[config.mk]
export PLATFORM = sky130hd
export DESIGN_NAME = bus_grant_arbiter
export DESIGN_NICKNAME = d
export VERILOG_FILES = /design/src/rtl/bus_grant_arbiter.sv
export SDC_FILE = /design/constraint.sdc
export NUM_CORES = 1
export LEC_CHECK = 0
export CAP_MARGIN = 20
export CORE_MARGIN = 4
export CORE_UTILIZATION = 45
export CTS_BUF_LIST = sky130_fd_sc_hd__clkbuf_16
export CTS_CLUSTER_DIAMETER = 60
export DETAILED_ROUTE_END_ITERATION = 16
export PLACE_DENSITY = 0.73
export REMOVE_ABC_BUFFERS = 1
export SYNTH_ARGS = -nofsm -noshare
export SYNTH_HDL_FRONTEND = slang
export SYNTH_SLANG_ARGS = --single-unit
[constraint.sdc]
create_clock -name clk -period 2 [get_ports clk]
set_input_delay 0.4 -clock clk [delete_from_list [all_inputs] [get_ports clk]]
set_output_delay 0.4 -clock clk [all_outputs]
set_load 0.01 [all_outputs]
[src/rtl/bus_grant_arbiter.sv]
// bus_grant_arbiter: 4-way round-robin bus arbiter (IDLE/GRANT/RELEASE).
// Define ARB_TIMEOUT_EN to revoke grants held for TIMEOUT_CYCLES cycles.
`timescale 1ns/1ps
module bus_grant_arbiter #(
   parameter logic [7:0] TIMEOUT_CYCLES = 8'd200
) (
   input  logic       clk,
   input  logic       rst_n,
   input  logic [3:0] req,
   input  logic       done,
   output logic [3:0] gnt,
   output logic       gnt_valid,
   output logic [1:0] gnt_id,
   output logic       gnt_event,
   output logic       timeout_o
);
   typedef enum logic [1:0] {IDLE, GRANT, RELEASE} state_t;
   state_t     state_q, state_d;
   logic [3:0] gnt_q, gnt_d;
   logic [1:0] id_q, id_d, last_q, last_d, win;
   logic       evt_q, evt_d, to_q, to_d, tmo;
   if (TIMEOUT_CYCLES == 8'd0) begin : g_chk
      $error("TIMEOUT_CYCLES must be 1..255");
   end
`ifdef ARB_TIMEOUT_EN
   logic [7:0] cnt_q, cnt_d;
   assign tmo = cnt_q == TIMEOUT_CYCLES - 8'd1;
   assign cnt_d = (state_q == GRANT) ? cnt_q + 8'd1 : 8'd0;
   always_ff @(posedge clk or negedge rst_n) begin
      if (!rst_n) cnt_q <= 8'd0;
      else cnt_q <= cnt_d;
   end
`else
   assign tmo = 1'b0;
`endif
   // Lowest rotation distance from last owner wins; k=4 wraps back to last owner.
   always_comb begin
      win = last_q;
      for (int k = 4; k >= 1; k--)
         if (req[last_q + 2'(k)]) win = last_q + 2'(k);
   end
   always_comb begin
      state_d = state_q;
      gnt_d = gnt_q;
      id_d = id_q;
      last_d = last_q;
      evt_d = 1'b0;
      to_d = 1'b0;
      if (state_q == IDLE && req != 4'd0) begin
         state_d = GRANT;
         gnt_d = 4'b0001 << win;
         id_d = win;
         evt_d = 1'b1;
      end else if (state_q == GRANT && (done || !req[id_q] || tmo)) begin
         state_d = RELEASE;
         gnt_d = 4'd0;
         last_d = id_q;
         to_d = tmo & ~done;
      end else if (state_q == RELEASE) begin
         state_d = IDLE;
      end
   end
   always_ff @(posedge clk or negedge rst_n) begin
      if (!rst_n) begin
         state_q <= IDLE;
         gnt_q <= 4'd0;
         id_q <= 2'd0;
         last_q <= 2'd3;
         evt_q <= 1'b0;
         to_q <= 1'b0;
      end else begin
         state_q <= state_d;
         gnt_q <= gnt_d;
         id_q <= id_d;
         last_q <= last_d;
         evt_q <= evt_d;
         to_q <= to_d;
      end
   end
   assign gnt = gnt_q;
   assign gnt_valid = |gnt_q;
   assign gnt_id = id_q;
   assign gnt_event = evt_q;
   assign timeout_o = to_q;
endmodule

== After elaboration in Yosys (flattened, before gate mapping) ==
Cells that the tools add are included.
Word-level totals
  word-level logic and storage cells: 43
  output and inout port bits: 9
  flip-flop bits (word level): 11
Cells by class
  reduce and logical (&&, ||, !) cells: 10
  add/subtract/negate cells: 3
  shift operators: 1
  eq/ne operators: 2
  bitwise operators: 1
  mux-type cells: 17
  $lt $le $gt $ge: 4
Operator list (count)
  less-than comparator 2 x 3 -> 1 bit, second input constant: 4
  two-way mux 2 bit: 6
  binary-select mux 1 bit (select 2 bit): 4
  two-way mux 4 bit: 2
  two-way mux 1 bit: 5
  adder 2 bit, second input constant: 2
  nonzero test 4 bit: 1
  OR reduction 4 bit: 1
  left shift 1 x 2 -> 4 bit, first input constant: 1
  nonzero test 3 bit: 1
  adder 2 x 1 -> 2 bit, second input constant: 1
  == test 2 x 1 -> 1 bit, second input constant: 1
  == test 2 bit, second input constant: 1
  logical AND 1 bit: 2
  zero test 2 bit: 1
  AND reduction 2 bit: 1
  nonzero test 2 bit: 1
  zero test 1 bit: 1
  logical OR 1 bit: 1
  NOT 1 bit: 1

== Depth between registers and ports, before layout ==
Gate-level depths: netlist (run 1).
  depth after elaboration: 8
  mapped depth: 6
  gate-level depth less buffers: 5

== Worst setup path after synthesis (run 1) ==
No wires, ideal clock.
  path kind: register to register
  from: register id_q[0] (netlist: gnt_id[0])
  to: register last_q[0]
  period minus slack after synthesis: 1.596 ns
  arrival time: 1.514 ns
  required time: 1.918 ns
  path slack: 0.404 ns
  path buffers: 0
  cell stages (with the launch flop): 4
  path through: dfrtp_1 mux2_2 a221oi_4 mux2_2
Between the ends
  longest elaborated chain between the ends: 6
RTL lines
  start: declaration: line 20  | logic [1:0] id_q, id_d, last_q, last_d, win;
  start signal: assignment: line 74  | id_q <= id_d;
  binary-select mux 1 bit (select 2 bit): line 54  | end else if (state_q == GRANT && (done || !req[id_q] || tmo)) begin
  two-way mux 1 bit (not written as such): line 54
  zero test 1 bit: line 54
  logical OR 1 bit: line 54
  logical AND 1 bit: line 54
  AND reduction 2 bit (no source line)
  end signal: assignment: line 75  | last_q <= last_d;
  end: declaration: line 20
Parallel ways exist; a longest one is shown, timed or not. The select of a mux whose other input is x is not followed.
A chain may end at the register's enable or synchronous reset.

== Worst setup path in the final report (run 1) ==
  from: register gnt_q[0] (netlist: gnt[0])
  to: output port gnt_valid
Between the ends
  longest elaborated chain between the ends: 1
RTL lines
  start: declaration: line 19  | logic [3:0] gnt_q, gnt_d;
  start signal: assignment: line 73  | gnt_q <= gnt_d;
  OR reduction 4 bit: line 81  | assign gnt_valid = |gnt_q;
  end: declaration: line 12  | output logic gnt_valid,
No other way between the ends.

==> results of run 1 <==
[flip-flops by register name, summed over array words and instances (netlist names)]
signal	cells
gnt	4
gnt_id	2
last_q	2
state_q	2
gnt_event	1
[worst paths after layout]
| kind | to | from | depth (start not counted) | slack (ns) |
|---|---|---|---|---|
| worst max-delay path | gnt_valid | gnt[0]$_DFFE_PN0P_ | 2 | 0.16 |
| worst min-delay path | gnt[0]$_DFFE_PN0P_ | rst_n | 1 | 0.50 |
| worst max register to register | last_q[1]$_DFFE_PN1P_ | gnt_id[0]$_DFFE_PN0P_ | 3 | 0.39 |
| worst min register to register | state_q[1]$_DFFE_PN0P_ | state_q[1]$_DFFE_PN0P_ | 1 | 0.50 |
| max in group asynchronous | last_q[1]$_DFFE_PN1P_ | rst_n | 1 | 1.15 |
| min in group clk | state_q[1]$_DFFE_PN0P_ | state_q[1]$_DFFE_PN0P_ | 1 | 0.50 |
[per-stage QoR]
| step | hold WS [ns] | instance area [um2] |
|---|---|---|
| 2_1_floorplan | 0.104 | 581 |
| 3_3_place_gp | 0.490 | 761 |
| 3_5_place_dp | 0.491 | 761 |
| 4_1_cts | 0.499 | 838 |
| 5_1_grt | 0.527 | 838 |
| 6_report | 0.498 | 838 |
[synthesized netlist by cell type (2+ instances only)]
| library cell | n |
|---|---|
| nand2_1 | 4 |
| dfstp_2 | 2 |
| mux2_2 | 3 |
| a32o_1 | 2 |
| nand2b_1 | 5 |
| nor2_1 | 5 |
| o32ai_1 | 2 |
| buf_4 | 2 |
| dfrtp_1 | 9 |
| nor2b_1 | 3 |
| a21oi_1 | 2 |
| o21ai_0 | 2 |
[critical path, cell delays in order, from the launching register on]
cell and delay [ns]:
dfrtp_1 0.40, or4_1 0.51, dlygate4sd2_1 0.30
[final cells by class]
cell class | count | area [um2] | share of cell area, %
tap | 14 | 17.5 | 2.09
clock buffer | 3 | 75.1 | 8.96
sequential | 11 | 278 | 33.1
clock inverter | 1 | 3.75 | 0.448
inverter | 2 | 7.51 | 0.896
timing repair buffer | 17 | 161 | 19.3
multi-input combinational | 41 | 295 | 35.2
[per-layer routing]
layer	share of wire (%)	global-route usage, %	vias to the layer above
met2	49	25.2	17
met4	1.4	7.23	0
met3	5.5	4.88	4
li1	-	-	240
met1	44	19.2	237
met5	0	0	-
[power by group through the flow]
stage	logic, mW	registers (mW)	clock network, mW
6_report	0.676	0.458	0.353
5_1_grt	0.747	0.478	0.375
4_1_cts	0.687	0.459	0.358
3_5_place_dp	0.690	0.461	0
3_3_place_gp	0.681	0.457	0
2_1_floorplan	0.361	0.465	0
[cell families after synthesis]
| logic type | Yosys count | synth area share, % |
|---|---|---|
| flops | 11 | 46.3 |
| simple gates | 21 | 18.3 |
| mux | 5 | 9.79 |
| other cells | 1 | 0.624 |
| compound gates | 14 | 20.4 |
| buf+inv | 5 | 4.58 |
==> metrics, run 1 <==
status completed; vias after detailed routing 498; largest net degree at the start of global routing 12; root buffer cell clkbuf_16; post-cts repair resize count 1; unrepaired setup endpoints after global routing no; Total Negative Setup Slacks 0 ns; RD Place Congestion 0.835; Internal 0.983 mW; Cells after Synth 57; CTS tree built; worst slack, placed -0.0314 ns; Initial Util 50.6%; hpwl dp 991 um; I/O pin cnt 16; port buffer count 14; vias in the first global route 497; Avg Synthesized Cell Area 10.5 um2; clk buf depth 2; period utilization 91.9%; Synth area leader dfrtp_1; Routed Antenna Nets 0; Seq/Total Area, Yosys 46.3%; Cell Area, Synth 601 um2; first-pass GRT wire length 2280 um; minimum clock period 1.84 ns; Core Area 1190 um2; setup bufs post-CTS 0; Crit. End Element output port; Flop pwr share 30.8%; Switching Share 33.9%; GRT Util Overall 15.8%; required time of the critical path 1.60 ns; hold buffers post-CTS 0; clk_lat worst skew 0.24 ns; grt ovf 0; diode count 0; Post-synth EDFFs 0; clock slew at reported path FFs 0.04 ns; fillers 96; YS warnings 0; DRT iter0 DRCs 9; cell count after placement 85; hold violation count in the final report 0; DR vias/cell 5.60; Die X 44.5 um; die area 1980 um2; type of the most critical hold path in2async; commonest non-fill, non-tap cell in the layout clkdlybuf4s50_1; Fmax 0.544 GHz; clock skew 0.00282 ns; setup violators final 0; Layout area overhead 39.6%; most frequent cells in the layout 13 x clkdlybuf4s50_1, 9 x dfrtp_1, 5 x nand2b_1, 5 x nor2_1, 4 x nand2_1; Psw 0.505 mW; Crit Path Category reg2out; crit path DAT 1.44 ns; drt drc 0; leakage power 0.359 nW; Slew Limit Fails 0; TritonRoute pass-1 iters 5; Cell Pwr Density 1770 nW/um2; clk sinks 11; #FFs+latches synth 11; Startpoint Class flop; post-synthesis async set-or-reset flop share 100%; final core utilization 70.7%; Clk pwr share 23.7%; Max Cap Viol 0; antenna violations before repair 0; peak fanout along the critical path 3; combinational share of power 45.5%; Final WS setup 0.162 ns; Num CTS Buffers 3; Worst VDD drop 1.00 mV; DR WL/cell 14.8 um; drt total wl 1320 um; Synth top area share 37.5%; top post-synthesis cells by area dfrtp_1 38%, dfstp_2 8.8%, mux2_2 5.6%; die height 44.5 um; Max H-tree Level 1; fin nets 83; cell row count 12; Final Total Pwr 1.49 mW; final cell count without fillers 89; Cell variety after synth 28; Top FF cell, synth dfrtp_1; share of layout cells above drive strength 1 18.7%
Power figures use the tool's default switching activity.
==> inputs of run 2 (changes only) <==
Clock period 2 ns to 1.9 ns, I/O delays scaled along.
==> metrics, run 2 (synthesis gave the netlist of run 1 again) <==
status completed; Layout area overhead 45.8%; hold buffers post-CTS 0 (unchanged); number of flip-flops under the largest register name 4 (unchanged); CP peak stage delay 0.51 ns (about the same); ordered list of cells on the worst path or4_1 > dlygate4sd2_1; die height 44.5 um (unchanged); DRT iter0 DRCs 7 (-2); required time of the critical path 1.52 ns (-0.08 ns); final cell count without fillers 94 (+5.6%); peak fanout along the critical path 3 (unchanged); drt total wl 1420 um (+8.0%); most frequent cells in the layout 13 x clkdlybuf4s50_1, 9 x dfrtp_1, 8 x buf_4; Final WS setup 0.0889 ns (-0.0726 ns); setup bufs post-CTS 0 (unchanged); crit path DAT 1.43 ns (about the same); share of layout cells above drive strength 1 23.8% (+5.1 points); GRT Util Overall 18.1% (+2.3 points); port buffer count 14 (unchanged); Max H-tree Level 1 (unchanged); DR WL/cell 15.1 um (+2.2%); type of the most critical hold path in2async; worst slack, placed -0.106 ns (-0.0743 ns); post-cts repair resize count 1 (unchanged); vias after detailed routing 524 (+5.2%); die area 1980 um2 (unchanged); Die X 44.5 um (unchanged); CTS tree built; FF-to-FF path depth 3 (unchanged); RD Place Congestion 0.821 (-1.7%); worst hold slack 0.478 ns (-0.0201 ns); I/O pin cnt 16 (unchanged); Worst R2R Setup Slack 0.25 ns (-0.14 ns); Crit. End Element output port; fin nets 88 (+6.0%); vias in the first global route 557 (+12%); clk sinks 11 (unchanged); DR vias/cell 5.57 (-0.38%); antenna violations before repair 0 (unchanged); Slew Limit Fails 0 (unchanged); diode count 0 (unchanged); grt ovf 0 (unchanged); setup violators final 0 (unchanged); Core Area 1190 um2 (unchanged); Fmax 0.552 GHz; first-pass GRT wire length 2580 um (+13%); hold violation count in the final report 0 (unchanged); TritonRoute pass-1 iters 5 (unchanged); Worst VDD drop 1.10 mV (+9.9%); Startpoint Class flop; cell count after placement 90 (+5.9%); period utilization 95.3%; Total Negative Setup Slacks 0 ns (unchanged); Final Total Pwr 1.59 mW (+6.8%); Placed Area 798 um2 (+4.9%); largest net degree at the start of global routing 12 (unchanged); clk_lat worst skew 0.23 ns (about the same); RR Endpoint last_q[0]$_DFFE_PN1P_; leakage power 0.383 nW (+6.8%); Num CTS Buffers 3 (unchanged); final core utilization 73.8% (+3.2 points); clk buf depth 2 (unchanged); Cell Pwr Density 1810 nW/um2 (+2.2%); commonest non-fill, non-tap cell in the layout clkdlybuf4s50_1; fillers 84 (-13%); R2R Path Start gnt_id[0]$_DFFE_PN0P_; Routed Antenna Nets 0 (unchanged); clock slew at reported path FFs 0.04 ns (about the same); clock skew 0.00188 ns (-0.000941 ns); unrepaired setup endpoints after global routing no; final instance area 876 um2 (+4.5%); drt drc 0 (unchanged); root buffer cell clkbuf_16; CP max-delay cell or4_1; Crit Path Category reg2out; minimum clock period 1.81 ns; Initial Util 50.6% (unchanged); cell row count 12 (unchanged); Max Cap Viol 0 (unchanged)
run 2: changes by cell type in the layout (fill, tap and decap cells not counted), sizes merged:
cell  before  now
buf        3    8
run 2: final cells by class:
class	instances	area [um2]	area share, %
multi-input combinational	41	295	33.7
sequential	11	278	31.7
tap	14	17.5	2.00
timing repair buffer	22	199	22.7
clock buffer	3	75.1	8.57
clock inverter	1	3.75	0.429
inverter	2	7.51	0.857
run 2: routing by layer:
metal	vias to the layer above	global-route usage (%)	wire (um)
met5	-	0	0
met4	0	7.23	20
met3	4	5.28	72
met2	15	28.4	679
met1	257	23.2	652
li1	248	-	-
run 2: how the worst max path moves through the flow:
stage / start / endpoint / depth (start not counted)
5_1_grt: gnt[1]$_DFFE_PN0P_ / gnt_valid / 2
2_1_floorplan: gnt_id[0]$_DFFE_PN0P_ / last_q[0]$_DFFE_PN1P_ / 3
4_1_cts: gnt[1]$_DFFE_PN0P_ / gnt_valid / 2
6_report: gnt[1]$_DFFE_PN0P_ / gnt_valid / 2
3_3_place_gp: req[1] / last_q[0]$_DFFE_PN1P_ / 4
3_5_place_dp: req[0] / last_q[0]$_DFFE_PN1P_ / 4
run 2: report_power, final:
group,internal (mW),switching (mW)
Sequential,0.367,0.119
Clock,0.275,0.0940
Combinational,0.408,0.325
Total,1.05,0.539
run 2: worst max-delay path: cells and delay by family, from the launching register on:
family / cells / cell delay, ns
simple gates: 1 / 0.51
flops: 1 / 0.39
buf+inv: 1 / 0.30
